--- config.mk ---
export PLATFORM = sky130hd
export DESIGN_NAME = recon_icap_feeder_flat
export DESIGN_NICKNAME = d
export VERILOG_FILES = /design/src/rtl/recon_icap_feeder_if.sv /design/src/rtl/recon_icap_feeder.sv /design/src/flat_wrapper.sv
export SDC_FILE = /design/constraint.sdc
export NUM_CORES = 2
export LEC_CHECK = 0
export BUFFER_PORTS_ARGS = -buffer_cell sky130_fd_sc_hd__buf_4
export CAP_MARGIN = 20
export CORE_AREA = 5 5 263 265
export CTS_CLUSTER_DIAMETER = 100
export DETAILED_ROUTE_END_ITERATION = 8
export DIE_AREA = 0 0 268 270
export PLACE_DENSITY = 0.8
export REMOVE_ABC_BUFFERS = 1
export SYNTH_ARGS = -nofsm -noshare
export SYNTH_HDL_FRONTEND = slang
export SYNTH_SLANG_ARGS = --single-unit
export TNS_END_PERCENT = 30
--- constraint.sdc ---
create_clock -name clk -period 5 [get_ports clk]
set_clock_uncertainty 0.05 [all_clocks]
set_input_delay 1 -clock clk [delete_from_list [all_inputs] [get_ports clk]]
set_output_delay 1 -clock clk [all_outputs]
set_load 0.01 [all_outputs]
--- src/rtl/recon_icap_feeder_if.sv ---
// recon_icap_feeder_if: AXI-Stream style bitstream channel from the DMA read engine
interface recon_icap_feeder_if #(
  parameter int DATA_WIDTH = 512,
  parameter int KEEP_WIDTH = DATA_WIDTH / 8
);
  logic [DATA_WIDTH-1:0] tdata;
  logic [KEEP_WIDTH-1:0] tkeep;
  logic                  tvalid;
  logic                  tlast;
  logic                  tready;
  modport master (output tdata, tkeep, tvalid, tlast, input tready);
  modport slave (input tdata, tkeep, tvalid, tlast, output tready);
endinterface

--- src/rtl/recon_icap_feeder.sv ---
// recon_icap_feeder: buffers one stream beat at a time and writes it to ICAP as 32-bit words
module recon_icap_feeder #(
  parameter int DATA_WIDTH = 512,
  parameter int KEEP_WIDTH = DATA_WIDTH / 8,
  parameter int LEN_WIDTH  = 32
) (
  input  logic                 clk,
  input  logic                 rst_n,
  recon_icap_feeder_if.slave   s_axis,
  input  logic [LEN_WIDTH-1:0] cfg_len,
  input  logic                 cfg_bitswap,
  input  logic                 cfg_start,
  output logic                 icap_csib,
  output logic                 icap_rdwrb,
  output logic [31:0]          icap_i,
  output logic                 status_busy,
  output logic                 status_done,
  output logic                 status_err,
  output logic [1:0]           status_err_code,
  output logic [LEN_WIDTH-1:0] status_byte_count
);
  localparam int NW = DATA_WIDTH / 32;
  localparam int WW = $clog2(NW + 1);
  localparam int PW = $clog2(KEEP_WIDTH + 1);
  typedef enum logic [1:0] {IDLE, LOAD, DRAIN, FLUSH} state_t;
  state_t state, state_d;
  logic [DATA_WIDTH-1:0] bdata, bdata_d;
  logic [WW-1:0] bn, bn_d, widx, widx_d, n;
  logic [PW-1:0] pop;
  logic [LEN_WIDTH-1:0] len, len_d, cnt_d, cnt_inc;
  logic [31:0] hold, hold_d, raw, word;
  logic [1:0] code_d;
  logic blast, blast_d, swap, swap_d, err_d, done_d, keep_ok, last_w, hit;
  assign n           = WW'(pop >> 2);
  assign keep_ok     = ((s_axis.tkeep & (s_axis.tkeep + KEEP_WIDTH'(1))) == '0) && (pop[1:0] == 2'b00);
  assign raw         = 32'(bdata >> {widx, 5'd0});
  assign last_w      = widx == bn - WW'(1);
  assign cnt_inc     = status_byte_count + LEN_WIDTH'(4);
  assign hit         = cnt_inc == len;
  assign status_busy = state != IDLE;
  assign s_axis.tready = (state == LOAD) || (state == FLUSH);
  assign icap_csib   = state != DRAIN;
  assign icap_rdwrb  = icap_csib;
  assign icap_i      = icap_csib ? hold : word;
  // count enabled bytes of the incoming beat
  always_comb begin
    pop = '0;
    for (int i = 0; i < KEEP_WIDTH; i++) pop = pop + PW'(s_axis.tkeep[i]);
  end
  // byte 4w goes to the top of the ICAP word, optionally bit-reversed per byte
  always_comb begin
    word = '0;
    for (int i = 0; i < 4; i++)
      for (int j = 0; j < 8; j++)
        word[24 - 8 * i + (swap ? 7 - j : j)] = raw[8 * i + j];
  end
  // job sequencing: next state, counters and status updates
  always_comb begin
    state_d = state;
    bdata_d = bdata;
    bn_d    = bn;
    blast_d = blast;
    widx_d  = widx;
    len_d   = len;
    swap_d  = swap;
    cnt_d   = status_byte_count;
    err_d   = status_err;
    code_d  = status_err_code;
    done_d  = 1'b0;
    hold_d  = hold;
    case (state)
      IDLE: if (cfg_start) begin
        if (cfg_len != '0 && cfg_len[1:0] == 2'b00) begin
          len_d   = cfg_len;
          swap_d  = cfg_bitswap;
          cnt_d   = '0;
          err_d   = 1'b0;
          code_d  = 2'd0;
          state_d = LOAD;
        end else begin
          err_d  = 1'b1;
          code_d = 2'd3;
        end
      end
      LOAD: if (s_axis.tvalid) begin
        bdata_d = s_axis.tdata;
        bn_d    = n;
        blast_d = s_axis.tlast;
        widx_d  = '0;
        if (!keep_ok) begin
          err_d   = 1'b1;
          code_d  = 2'd3;
          state_d = s_axis.tlast ? IDLE : FLUSH;
        end else if (n == '0) begin
          err_d   = s_axis.tlast ? 1'b1 : err_d;
          code_d  = s_axis.tlast ? 2'd1 : code_d;
          state_d = s_axis.tlast ? IDLE : LOAD;
        end else begin
          state_d = DRAIN;
        end
      end
      DRAIN: begin
        hold_d = word;
        cnt_d  = cnt_inc;
        widx_d = widx + WW'(1);
        if (hit) begin
          done_d  = last_w && blast;
          err_d   = !(last_w && blast) ? 1'b1 : err_d;
          code_d  = !(last_w && blast) ? 2'd2 : code_d;
          state_d = blast ? IDLE : FLUSH;
        end else if (last_w) begin
          err_d   = blast ? 1'b1 : err_d;
          code_d  = blast ? 2'd1 : code_d;
          state_d = blast ? IDLE : LOAD;
        end
      end
      FLUSH: state_d = (s_axis.tvalid && s_axis.tlast) ? IDLE : FLUSH;
      default: state_d = IDLE;
    endcase
  end
  // state and datapath registers, cleared asynchronously so a reset aborts the job at once
  always_ff @(posedge clk or negedge rst_n) begin
    if (!rst_n) begin
      state             <= IDLE;
      bdata             <= '0;
      bn                <= '0;
      blast             <= 1'b0;
      widx              <= '0;
      len               <= '0;
      swap              <= 1'b0;
      hold              <= '0;
      status_byte_count <= '0;
      status_err        <= 1'b0;
      status_err_code   <= 2'd0;
      status_done       <= 1'b0;
    end else begin
      state             <= state_d;
      bdata             <= bdata_d;
      bn                <= bn_d;
      blast             <= blast_d;
      widx              <= widx_d;
      len               <= len_d;
      swap              <= swap_d;
      hold              <= hold_d;
      status_byte_count <= cnt_d;
      status_err        <= err_d;
      status_err_code   <= code_d;
      status_done       <= done_d;
    end
  end
endmodule

--- src/flat_wrapper.sv ---
// flat-port wrapper written by rule: the top's interface ports become plain ports
module recon_icap_feeder_flat 
#(
  parameter int DATA_WIDTH = 512,
  parameter int KEEP_WIDTH = DATA_WIDTH / 8,
  parameter int LEN_WIDTH  = 32
)
  (clk, rst_n, cfg_len, cfg_bitswap, cfg_start, icap_csib, icap_rdwrb, icap_i, status_busy, status_done, status_err, status_err_code, status_byte_count, s_axis_tdata, s_axis_tkeep, s_axis_tvalid, s_axis_tlast, s_axis_tready);
  recon_icap_feeder_if #(.DATA_WIDTH(DATA_WIDTH), .KEEP_WIDTH(KEEP_WIDTH)) s_axis_i ();
  input  logic clk;
  input  logic rst_n;
  input  logic [LEN_WIDTH-1:0] cfg_len;
  input  logic cfg_bitswap;
  input  logic cfg_start;
  output logic icap_csib;
  output logic icap_rdwrb;
  output logic [31:0] icap_i;
  output logic status_busy;
  output logic status_done;
  output logic status_err;
  output logic [1:0] status_err_code;
  output logic [LEN_WIDTH-1:0] status_byte_count;
  input wire logic [$bits(s_axis_i.tdata)-1:0] s_axis_tdata;
  input wire logic [$bits(s_axis_i.tkeep)-1:0] s_axis_tkeep;
  input wire logic [$bits(s_axis_i.tvalid)-1:0] s_axis_tvalid;
  input wire logic [$bits(s_axis_i.tlast)-1:0] s_axis_tlast;
  output wire logic [$bits(s_axis_i.tready)-1:0] s_axis_tready;
  assign s_axis_i.tdata = s_axis_tdata;
  assign s_axis_i.tkeep = s_axis_tkeep;
  assign s_axis_i.tvalid = s_axis_tvalid;
  assign s_axis_i.tlast = s_axis_tlast;
  assign s_axis_tready = s_axis_i.tready;
  recon_icap_feeder #(.DATA_WIDTH(DATA_WIDTH), .KEEP_WIDTH(KEEP_WIDTH), .LEN_WIDTH(LEN_WIDTH)) u_core (.clk(clk), .rst_n(rst_n), .s_axis(s_axis_i), .cfg_len(cfg_len), .cfg_bitswap(cfg_bitswap), .cfg_start(cfg_start), .icap_csib(icap_csib), .icap_rdwrb(icap_rdwrb), .icap_i(icap_i), .status_busy(status_busy), .status_done(status_done), .status_err(status_err), .status_err_code(status_err_code), .status_byte_count(status_byte_count));
endmodule
==> results.ini <==
[power]
irDropWorstVdd_mv=1.76
power_density_nw_per_um2=728
power.leakage_nw=18.3

[synthesis]
synth_area_leaders=dfrtp_1, mux2_2, mux4_2
synth_edf_count=0
ys.flop_type=dfrtp_1
ys_seq_area_share_pct=48.5
yosysTopAreaCell=dfrtp_1
yosysWarnings=0
synth_top_area_share_pct=48.5
yosysUniqueCellTypes=81
synth_area_per_cell_um2=13.5
synth-seq-cells=624
synth_area_um2=32200
ys_async_sr_fraction_pct=100
syn_inst=2377

[cts]
clock_latency_ns=0.61
cts-root-buf=clkbuf_16
cts_tree=yes
path_clk_slew_ns=0.06
cts.sinks=624
ctsLongestPathBuffers=3
htreeDepth=3
postCtsHoldBufs=0
numCtsBuffers=69

[floorplan]
start_util_pct=48.4
core_area_um2=66600
fp.dieW_um=268
dieHeight_um=270
io_pins=686
rows=95
die_area_um2=72400

[route]
drtIter0Drc=1754
ant_nets=0
viasPerCell=5.84
wl_um=106000
route.detailed.drc=0
vias=23800
post_drt_wl_per_cell_um=26.1
dr.pass1.iters=6

[placement]
dp.final_hpwl_um=81600
port_buffers=683
dp_cells=3921
routabilityCongestion=0.957
pre_cts_ws_ns=-3.41

[critical_path]
cp-start-kind=primary input
worstPathArrival_ns=7.90
crit_path_end_kind=flip-flop
worst-setup-path-type=in -> reg
critPathMaxFanout=3
r2r_cells=11
cp_data_required_time_ns=5.43

[timing]
grt_setup_unrepaired=yes
tightest_slew_ns=1.01
fmax_mhz=134
hold_violations=0
layout_min_cycle_time_ns=7.47
setup_viol=10
relSlewSlack_pct=32.5
layout_setup_ws_ns=-2.47
post-route-period-util_pct=149
fin_hold_ws_ns=0.312
setup_tns_ns=-18.87
slew_viol_final=0

[cells_and_area]
multi_input_area_um2=15600
drive_gt1_share_pct=53.7
register_area_um2=15600
layout.cells.non_filler=4072
final_nets=3816
areaGrowthSynthToFinish_pct=28.9
fill_cells=5024
fin_util_pct=62.3

[outcome]
violations=setup timing
outcome=finished, violations left

[min_path]
worstHoldPathType=in -> async

[run]
drv_cap=0

[global_route]
first_global_vias=26000
grt_pass1_wl_um=160000
grt_max_degree=127
antenna_found_initial=33
globalRouteOverflowTotal=0
grtUsageTotal_pct=28.9

[synth_stat cells, types with 5 or more instances]
| library cell | n |
|---|---|
| nor3_1 | 31 |
| nand2_1 | 71 |
| ha_1 | 24 |
| buf_2 | 5 |
| nand3_1 | 40 |
| o21ai_0 | 43 |
| fa_1 | 54 |
| buf_4 | 6 |
| a311oi_1 | 5 |
| and3_1 | 13 |
| o31ai_1 | 5 |
| or3_1 | 10 |
| nand2b_1 | 41 |
| xor2_1 | 23 |
| a22o_1 | 8 |
| nand4b_1 | 5 |
| a21o_1 | 6 |
| clkbuf_1 | 111 |
| xnor2_1 | 28 |
| buf_1 | 24 |
| inv_1 | 125 |
| nand4_1 | 54 |
| o41ai_1 | 6 |
| nor4_1 | 30 |
| mux4_2 | 160 |
| and4_1 | 11 |
| nor2_1 | 68 |
| mux2_2 | 578 |
| a31oi_1 | 13 |
| dfrtp_1 | 624 |
| a21oi_1 | 63 |
[critical path, stage by stage]
cell and delay (ns):
buf_8 0.08, inv_4 0.03, fa_1 0.54, inv_2 0.05
fa_1 0.51, inv_1 0.05, fa_1 0.48, inv_1 0.05
fa_1 0.47, inv_1 0.05, fa_1 0.54, fa_1 0.44
fa_1 0.51, fa_1 0.44, fa_2 0.37, inv_2 0.06
fa_1 0.40, nor2_1 0.10, nand3_1 0.09, nor4b_2 0.23
o2111ai_1 0.14, nand4b_1 0.33, nor4_2 0.22, buf_4 0.17
nand4_1 0.13, nand3_2 0.12, mux2_4 0.30
[cell families (layout without fill, tap and decap cells)]
family	count (synthesis)	count (layout)	synth area share, %
mux	742	742	31.6
xor+xnor	51	51	1.39
buf+inv	273	1069	3.28
simple gates	407	407	6.91
compound gates	201	201	4.05
other cells	1	27	0.0117
flops	624	624	48.5
fa+ha+maj	78	78	4.29
[per-stage QoR]
step	total power (W)	cell area [um^2]
final	0.0302	41500
after global placement	0.0236	39000
after detailed placement	0.0244	39000
after CTS	0.0302	41400
after global routing	0.0322	41500
after floorplan	0.0193	31600
[cells in the final DEF (no fill, tap or decap), types with 8 or more instances in the layout]
cell,Yosys,layout
fa_1,54,53
buf_4,6,804
mux2_2,578,577
a22o_1,8,8
and4_1,11,11
nor3_1,31,31
clkbuf_16,0,69
nand3_1,40,39
clkbuf_1,111,14
a31oi_1,13,13
nand2b_1,41,41
o21ai_0,43,42
a21oi_1,63,61
clkinv_2,0,15
dfrtp_1,624,618
inv_1,125,120
nand4_1,54,54
or3_1,10,10
mux4_2,160,160
xnor2_1,28,27
and3_1,13,13
nor2_1,68,68
nor4_1,30,29
nand2_1,71,70
xor2_1,23,22
diode_2,0,25
clkbuf_8,0,9
ha_1,24,22
buf_12,0,12
[final cells by class]
cell class / instances / share of cell area [%]
flip-flops and latches: 624 / 37.7
diodes: 25 / 0.151
clock inverters: 29 / 0.842
well taps: 873 / 2.63
inverters: 126 / 1.15
repair buffers: 822 / 15.3
multi-input cells: 1481 / 37.7
clock buffers: 92 / 4.59
[flip-flops by register name, indices dropped and copies added, names as in the netlist, 2 cells and up]
register	cells
u_core.len	32
u_core.bn	5
u_core.status_err_code	2
u_core.bdata	512
u_core.status_byte_count	30
u_core.hold	32
u_core.widx	5
u_core.state	2
[path summary, 6_finish.rpt]
path	startpoint	endpoint	slack (ns)
max	s_axis_tkeep[36]	u_core.status_err_code[0]$_DFFE_PN0P_	-2.47
min	rst_n	u_core.len[27]$_DFFE_PN0P_	0.31
max reg2reg	u_core.status_byte_count[2]$_DFFE_PN0P_	u_core.status_err_code[0]$_DFFE_PN0P_	0.89
min reg2reg	u_core.len[1]$_DFFE_PN0P_	u_core.len[1]$_DFFE_PN0P_	0.45
max in group asynchronous	rst_n	u_core.bdata[136]$_DFFE_PN0P_	3.45
min in group clk	u_core.len[1]$_DFFE_PN0P_	u_core.len[1]$_DFFE_PN0P_	0.45
[metal layers]
layer	share of wire, %	wire length [um]	track usage [%]	vias up
met3	9.2	9750	8.66	215
met5	0.090	95	0	-
met1	37	38900	35.4	12300
met2	50	53400	48.7	988
li1	-	-	-	10300
met4	3.8	4000	10.9	16
[timing repair]
item,in CTS,in global routing
buffers inserted,4,1
gates resized for setup,22,3
setup endpoints to repair,10,10
pin swaps,15,4
[where the power goes]
group | leakage, nW | switching, W | internal, W | total [W]
Clock | 1.10 | 0.00216 | 0.00288 | 0.00505
Sequential | 7.40 | 0.00166 | 0.00757 | 0.00923
Combinational | 9.78 | 0.00701 | 0.00890 | 0.0159
Total | 18.3 | 0.0108 | 0.0194 | 0.0302
(Power assumes the default switching activity.)
